$ cat config.mk
export PLATFORM = sky130hd
export DESIGN_NAME = seg_display_scheduler
export DESIGN_NICKNAME = d
export VERILOG_FILES = /design/src/rtl/seg_sched_pkg.sv /design/src/rtl/seg_dwell_timer.sv /design/src/rtl/seg_display_scheduler.sv
export SDC_FILE = /design/constraint.sdc
export NUM_CORES = 1
export LEC_CHECK = 0
export CORE_UTILIZATION = 50
export DETAILED_ROUTE_END_ITERATION = 16
export PLACE_DENSITY = 0.72
export RECOVER_POWER = 50
export SETUP_SLACK_MARGIN = 0.1
export SLEW_MARGIN = 20
export SYNTH_ARGS = -nofsm -noshare
export SYNTH_HDL_FRONTEND = slang
export SYNTH_HIERARCHICAL = 1
export SYNTH_SLANG_ARGS = --single-unit
$ cat constraint.sdc
create_clock -name clk -period 8.5 [get_ports clk]
set_clock_uncertainty 0.15 [all_clocks]
set_input_delay 1.7 -clock clk [delete_from_list [all_inputs] [get_ports clk]]
set_output_delay 1.7 -clock clk [all_outputs]
set_load 0.005 [all_outputs]
$ cat src/rtl/seg_sched_pkg.sv
// Shared types and constants for the seven-segment display scheduler.
// Optional alarm blinking is enabled with `define SEG_SCHED_BLINK_EN.
package seg_sched_pkg;

    typedef enum logic [1:0] {
        IDLE  = 2'd0,
        DWELL = 2'd1,
        ALARM = 2'd2
    } state_e;

    localparam int CNT_W = 24;

    localparam logic [3:0] CODE_OFF         = 4'd0;
    localparam logic [3:0] CODE_OVERCURRENT = 4'd1;
    localparam logic [3:0] CODE_RIGHT       = 4'd2;
    localparam logic [3:0] CODE_CENTER      = 4'd4;
    localparam logic [3:0] CODE_LEFT        = 4'd8;

    localparam int REQ_SRC0  = 0;
    localparam int REQ_SRC1  = 1;
    localparam int REQ_ALARM = 2;

    // Only the five codes the display driver understands pass through.
    function automatic logic [3:0] sanitize_code(input logic [3:0] c);
        logic [3:0] r;
        r = CODE_OFF;
        unique case (c)
            CODE_OVERCURRENT,
            CODE_RIGHT,
            CODE_CENTER,
            CODE_LEFT: r = c;
            default:   r = CODE_OFF;
        endcase
        return r;
    endfunction

endpackage

$ cat src/rtl/seg_dwell_timer.sv
// Loadable 24-bit down-counter used for dwell and blink timing.
// Holds at zero; expire_o is high whenever the count is zero.
module seg_dwell_timer
    import seg_sched_pkg::*;
(
    input  logic             clk,
    input  logic             rst_n,
    input  logic             load_i,
    input  logic             clear_i,
    input  logic [CNT_W-1:0] load_val_i,
    output logic             expire_o
);

    logic [CNT_W-1:0] cnt_q;
    logic [CNT_W-1:0] cnt_d;

    always_comb begin
        cnt_d = cnt_q;
        if (clear_i) begin
            cnt_d = '0;
        end else if (load_i) begin
            cnt_d = load_val_i;
        end else if (cnt_q != '0) begin
            cnt_d = cnt_q - CNT_W'(1);
        end
    end

    always_ff @(posedge clk or negedge rst_n) begin
        if (!rst_n) begin
            cnt_q <= '0;
        end else begin
            cnt_q <= cnt_d;
        end
    end

    assign expire_o = (cnt_q == '0);

endmodule

$ cat src/rtl/seg_display_scheduler.sv
// Arbitrates two normal sources and an overcurrent alarm onto one display.
// Define SEG_SCHED_BLINK_EN to blink the alarm code while in ALARM.
module seg_display_scheduler
    import seg_sched_pkg::*;
#(
    parameter logic [23:0] DWELL_CYCLES = 24'd12_500_000,
    parameter logic [23:0] BLINK_CYCLES = 24'd6_250_000
) (
    input  logic        clk,
    input  logic        rst_n,
    input  logic [2:0]  req,
    input  logic [11:0] code_in,
    output logic [2:0]  gnt,
    output logic [3:0]  number,
    output logic        busy
);

    state_e      state_q;
    state_e      state_d;
    logic [2:0]  gnt_q;
    logic [2:0]  gnt_d;
    logic [3:0]  number_q;
    logic [3:0]  number_d;
    logic        busy_q;
    logic        owner_q;
    logic        owner_d;
    logic        rr_q;
    logic        rr_d;

    logic [1:0]  nreq;
    logic        sel;
    logic        do_grant;
    logic        do_alarm;
    logic        do_idle;
    logic        dwell_load;
    logic        dwell_clr;
    logic        dwell_exp;

    assign nreq = req[REQ_SRC1:REQ_SRC0];

    seg_dwell_timer u_dwell (
        .clk        (clk),
        .rst_n      (rst_n),
        .load_i     (dwell_load),
        .clear_i    (dwell_clr),
        .load_val_i (DWELL_CYCLES - 24'd1),
        .expire_o   (dwell_exp)
    );

`ifdef SEG_SCHED_BLINK_EN
    logic        phase_q;
    logic        phase_d;
    logic [3:0]  alarm_code_q;
    logic [3:0]  alarm_code_d;
    logic        blink_load;
    logic        blink_clr;
    logic        blink_exp;

    seg_dwell_timer u_blink (
        .clk        (clk),
        .rst_n      (rst_n),
        .load_i     (blink_load),
        .clear_i    (blink_clr),
        .load_val_i (BLINK_CYCLES - 24'd1),
        .expire_o   (blink_exp)
    );
`else
    logic unused_blink;
    assign unused_blink = ^BLINK_CYCLES;
`endif

    // Decide what happens this cycle.
    always_comb begin
        do_grant  = 1'b0;
        do_alarm  = 1'b0;
        do_idle   = 1'b0;
        dwell_clr = 1'b0;
        sel       = owner_q;
        unique case (state_q)
            IDLE: begin
                if (req[REQ_ALARM]) begin
                    do_alarm = 1'b1;
                end else if (|nreq) begin
                    do_grant = 1'b1;
                    sel      = (&nreq) ? rr_q : nreq[1];
                end
            end
            DWELL: begin
                if (req[REQ_ALARM]) begin
                    do_alarm  = 1'b1;
                    dwell_clr = 1'b1;
                end else if (dwell_exp) begin
                    if (nreq[~owner_q]) begin
                        do_grant = 1'b1;
                        sel      = ~owner_q;
                    end else if (nreq[owner_q]) begin
                        do_grant = 1'b1;
                        sel      = owner_q;
                    end else begin
                        do_idle = 1'b1;
                    end
                end
            end
            ALARM: begin
                if (!req[REQ_ALARM]) begin
                    do_idle = 1'b1;
                end
            end
            default: begin
                do_idle = 1'b1;
            end
        endcase
    end

    // Apply the decision to the registered outputs.
    always_comb begin
        state_d    = state_q;
        gnt_d      = gnt_q;
        number_d   = number_q;
        owner_d    = owner_q;
        rr_d       = rr_q;
        dwell_load = 1'b0;
`ifdef SEG_SCHED_BLINK_EN
        phase_d      = phase_q;
        alarm_code_d = alarm_code_q;
        blink_load   = 1'b0;
        blink_clr    = 1'b0;
`endif
        unique case (1'b1)
            do_alarm: begin
                state_d  = ALARM;
                gnt_d    = 3'b100;
                number_d = sanitize_code(code_in[4*REQ_ALARM +: 4]);
`ifdef SEG_SCHED_BLINK_EN
                alarm_code_d = number_d;
                phase_d      = 1'b0;
                blink_load   = 1'b1;
`endif
            end
            do_grant: begin
                state_d    = DWELL;
                gnt_d      = sel ? 3'b010 : 3'b001;
                number_d   = sanitize_code(sel ? code_in[7:4]
                                               : code_in[3:0]);
                owner_d    = sel;
                rr_d       = ~sel;
                dwell_load = 1'b1;
            end
            do_idle: begin
                state_d  = IDLE;
                gnt_d    = 3'b000;
                number_d = CODE_OFF;
`ifdef SEG_SCHED_BLINK_EN
                blink_clr = 1'b1;
`endif
            end
            default: begin
`ifdef SEG_SCHED_BLINK_EN
                if (state_q == ALARM) begin
                    if (blink_exp) begin
                        phase_d    = ~phase_q;
                        blink_load = 1'b1;
                    end
                    number_d = phase_d ? CODE_OFF : alarm_code_q;
                end
`endif
            end
        endcase
    end

    always_ff @(posedge clk or negedge rst_n) begin
        if (!rst_n) begin
            state_q  <= IDLE;
            gnt_q    <= 3'b000;
            number_q <= CODE_OFF;
            busy_q   <= 1'b0;
            owner_q  <= 1'b0;
            rr_q     <= 1'b0;
        end else begin
            state_q  <= state_d;
            gnt_q    <= gnt_d;
            number_q <= number_d;
            busy_q   <= |gnt_d;
            owner_q  <= owner_d;
            rr_q     <= rr_d;
        end
    end

`ifdef SEG_SCHED_BLINK_EN
    always_ff @(posedge clk or negedge rst_n) begin
        if (!rst_n) begin
            phase_q      <= 1'b0;
            alarm_code_q <= CODE_OFF;
        end else begin
            phase_q      <= phase_d;
            alarm_code_q <= alarm_code_d;
        end
    end
`endif

    assign gnt    = gnt_q;
    assign number = number_q;
    assign busy   = busy_q;

endmodule

==> out/metrics.yaml <==
global_route:
  first_global_vias: 1653
  grt.overflow.total: 0
  track_usage: 0.2251
  grt_pass1_wl_um: 7728
  gr-max-usage-layer: "met2"
  grt_start_max_net_pins: 37
  grt_util_met2: 0.3431
  met1_usage: 0.3229
  antenna_found_initial: 0
  met3_usage: 0.04934
layout:
  layout_common_cells: "dfrtp_1, nand2_1, conb_1"
  drive_above_1_share: 0.08651
  final_cells: 339
  layout.nets: 308
  multiInputGateArea_mm2: 0.001341
  layout_commonest_cell: "dfrtp_1"
  nFillCells: 367
  ff_latch_area_um2: 900.9
  n_antenna_cell: 0
  fin_util: 0.6446
  area_growth_pct: 19.71
timing:
  worst_pin_slew_ns: 1.960
  tns_ns: 0
  finalMaxSlewViolations: 37
  setup_viol: 0
  whs_ns: 0.3712
  max_freq_mhz: 250.0
  finalCritPeriodShare: 0.4707
  max_slew_margin: -0.3064
  min_period_ns: 4.001
  hold_viol_final: 0
  rsz0062_at_grt: "no"
placed_design:
  portBuffers: 24
  dp_hpwl_um: 3419
  gp_congestion: 0.7695
  dp_cells: 332
setup_path:
  crit_chain: "dlygate4sd3_1, nor2_2, nand3b_1, inv_1, nor2_1, nand2b_1, o21ai_0"
  r2r_end: "u_dwell/cnt_q[10]"
  startpoint_type: "primary input"
  critPathMaxFanout: 21
  worst-setup-path-type: "in -> reg"
  reg2reg_slack_ns: 4.51
  arrival_ns: 4.00
  max_stage_delay_ns: 0.61
  rr_worst_depth: 9
  cp-end-kind: "flop"
  required_ns: 8.50
  reg2reg_from: "u_dwell/cnt_q[8]"
  crit_slowest_cell: "dlygate4sd3_1"
yosys:
  yosys_most_used_dff: "dfrtp_1"
  async_reset_ff_frac: 1.000
  yosys_warnings: 6
  ys_ff_latch: 36
  muxShareOfSynthArea: 0.004517
  synth_simple_gate_area_frac: 0.3100
  synth_top_family_by_area: "simple AND/OR/NAND/NOR gates"
  synth_fa_ha_area_frac: 0.01129
  synth_edf_count: 0
  synth_top_area_frac: 0.4065
  syn-cell-area_mm2: 0.002216
  synthDistinctLibCells: 56
  synth_top_cell_by_area: "dfrtp_1"
  synthTopCellsByArea: "dfrtp_1, nand2_1, xnor2_1"
  avgSynthCellArea_um2: 9.233
  synth_compound_area_frac: 0.1745
  synth_xor_area_frac: 0.07115
  ys_seq_area_frac: 0.4065
  syn_inst: 240
die:
  initial_core_util: 0.5385
  io_pins: 25
  row_count: 23
  die_w_um: 68.57
  dieArea_mm2: 0.004702
  die_y_um: 68.57
  core_area_mm2: 0.004115
clocking:
  htree_num_levels: 2
  cts_tree: "yes"
  clock_latency_ns: 0.28
  cts.hold.buffers_added: 0
  clk_root_buffer_cell: "clkbuf_8"
  cts_sinks: 36
  cts_resized: 0
  clockBufferDepth: 2
  post_cts_buffers: 0
  clkSlewWorstSetupHoldPaths_ns: 0.07
  cts_buffers: 5
detailed_routing:
  ant_nets: 0
  drt_pass1_iterations: 4
  dr.first_iter.drc_count: 103
  post_drt_via_cell_ratio: 5.431
  wl_um: 4677
  wire_per_inst_um: 13.80
  remaining_drc_errors: 0
  vias: 1841
hold_path:
  hold-path-cell-count: 1
  hp-start: "gnt[0]"
  hold_class: "reg -> reg"
  hold_path_end: "gnt[0]"
run:
  drv_cap: 1
power_and_ir_drop:
  vdd_drop_max_mv: 0.1439
  leakagePower_nw: 1.089
  power_density_mw_per_mm2: 215.5
status:
  violations: "capacitance limit, slew limit"
  run_status: "finished, violations left"
==> critical path: cells and delay by family <==
kind | cells | cell delay [ns]
buffers and inverters | 2 | 1.04
and+or+nand+nor | 4 | 1.08
AOI/OAI and AO/OA | 1 | 0.17
==> kinds of logic after synthesis <==
logic type	Yosys count
buf+inv	10
compound gates	55
fa+ha+maj	2
flops	36
simple gates	116
other cells	2
xor+xnor	18
mux	1
==> cell usage after synthesis (5+ instances only) <==
| cell | instances |
|---|---|
| or3_1 | 9 |
| o21ai_1 | 11 |
| nor2_1 | 22 |
| xnor2_1 | 12 |
| xor2_1 | 6 |
| nor3_1 | 6 |
| o41ai_1 | 5 |
| clkbuf_1 | 5 |
| nand2_1 | 31 |
| a21oi_1 | 14 |
| o21ai_0 | 6 |
| dfrtp_1 | 36 |
==> stage by stage <==
step                instance area (um2)  total power [mW]  setup slack [ns]
global route                       2653            0.6160             4.085
global placement                   2590            0.4613             4.345
CTS                                2671            0.5823             4.632
detailed placement                 2590            0.4646             4.314
finish                             2653            0.5716             4.499
floorplan                          2298            0.4075             5.238
==> sequential cells by signal (all words and copies together) (netlist names) <==
| signal | cells |
|---|---|
| gnt | 3 |
| rr_q | 1 |
| state_q | 2 |
| owner_q | 1 |
| busy | 1 |
| u_dwell/cnt_q | 24 |
| number | 4 |
==> power by group <==
| group | internal (mW) | switching, mW |
|---|---|---|
| sequential | 0.215 | 0.0467 |
| clock | 0.0554 | 0.0594 |
| combinational | 0.0938 | 0.101 |
==> worst max-delay path by stage <==
stage,start,to,slack (ns),depth (start not counted)
3_5_place_dp,req[2],u_dwell/cnt_q[10],4.31,7
2_1_floorplan,req[2],u_dwell/cnt_q[15],5.24,8
5_1_grt,u_dwell/cnt_q[8],u_dwell/cnt_q[12],4.08,9
3_3_place_gp,req[1],u_dwell/cnt_q[11],4.35,7
6_report,req[2],u_dwell/cnt_q[10],4.50,7
4_1_cts,req[2],u_dwell/cnt_q[10],4.63,7
==> area by class of cell <==
cell class                      count  share of cell area
Sequential cell                    36              0.3396
Clock inverter                      2            0.004717
Clock buffer                        5             0.02594
Multi-Input combinational cell    216              0.5057
Timing Repair Buffer               26             0.09481
Inverter                            4            0.005660
Tap cell                           50             0.02358
==> layer usage <==
layer / part of all wire / up-vias
li1: - / 949
met3: 0.033 / 6
met1: 0.52 / 866
met5: 0 / -
met2: 0.44 / 20
met4: 0.0081 / 0
Power figures use the tool's default switching activity.
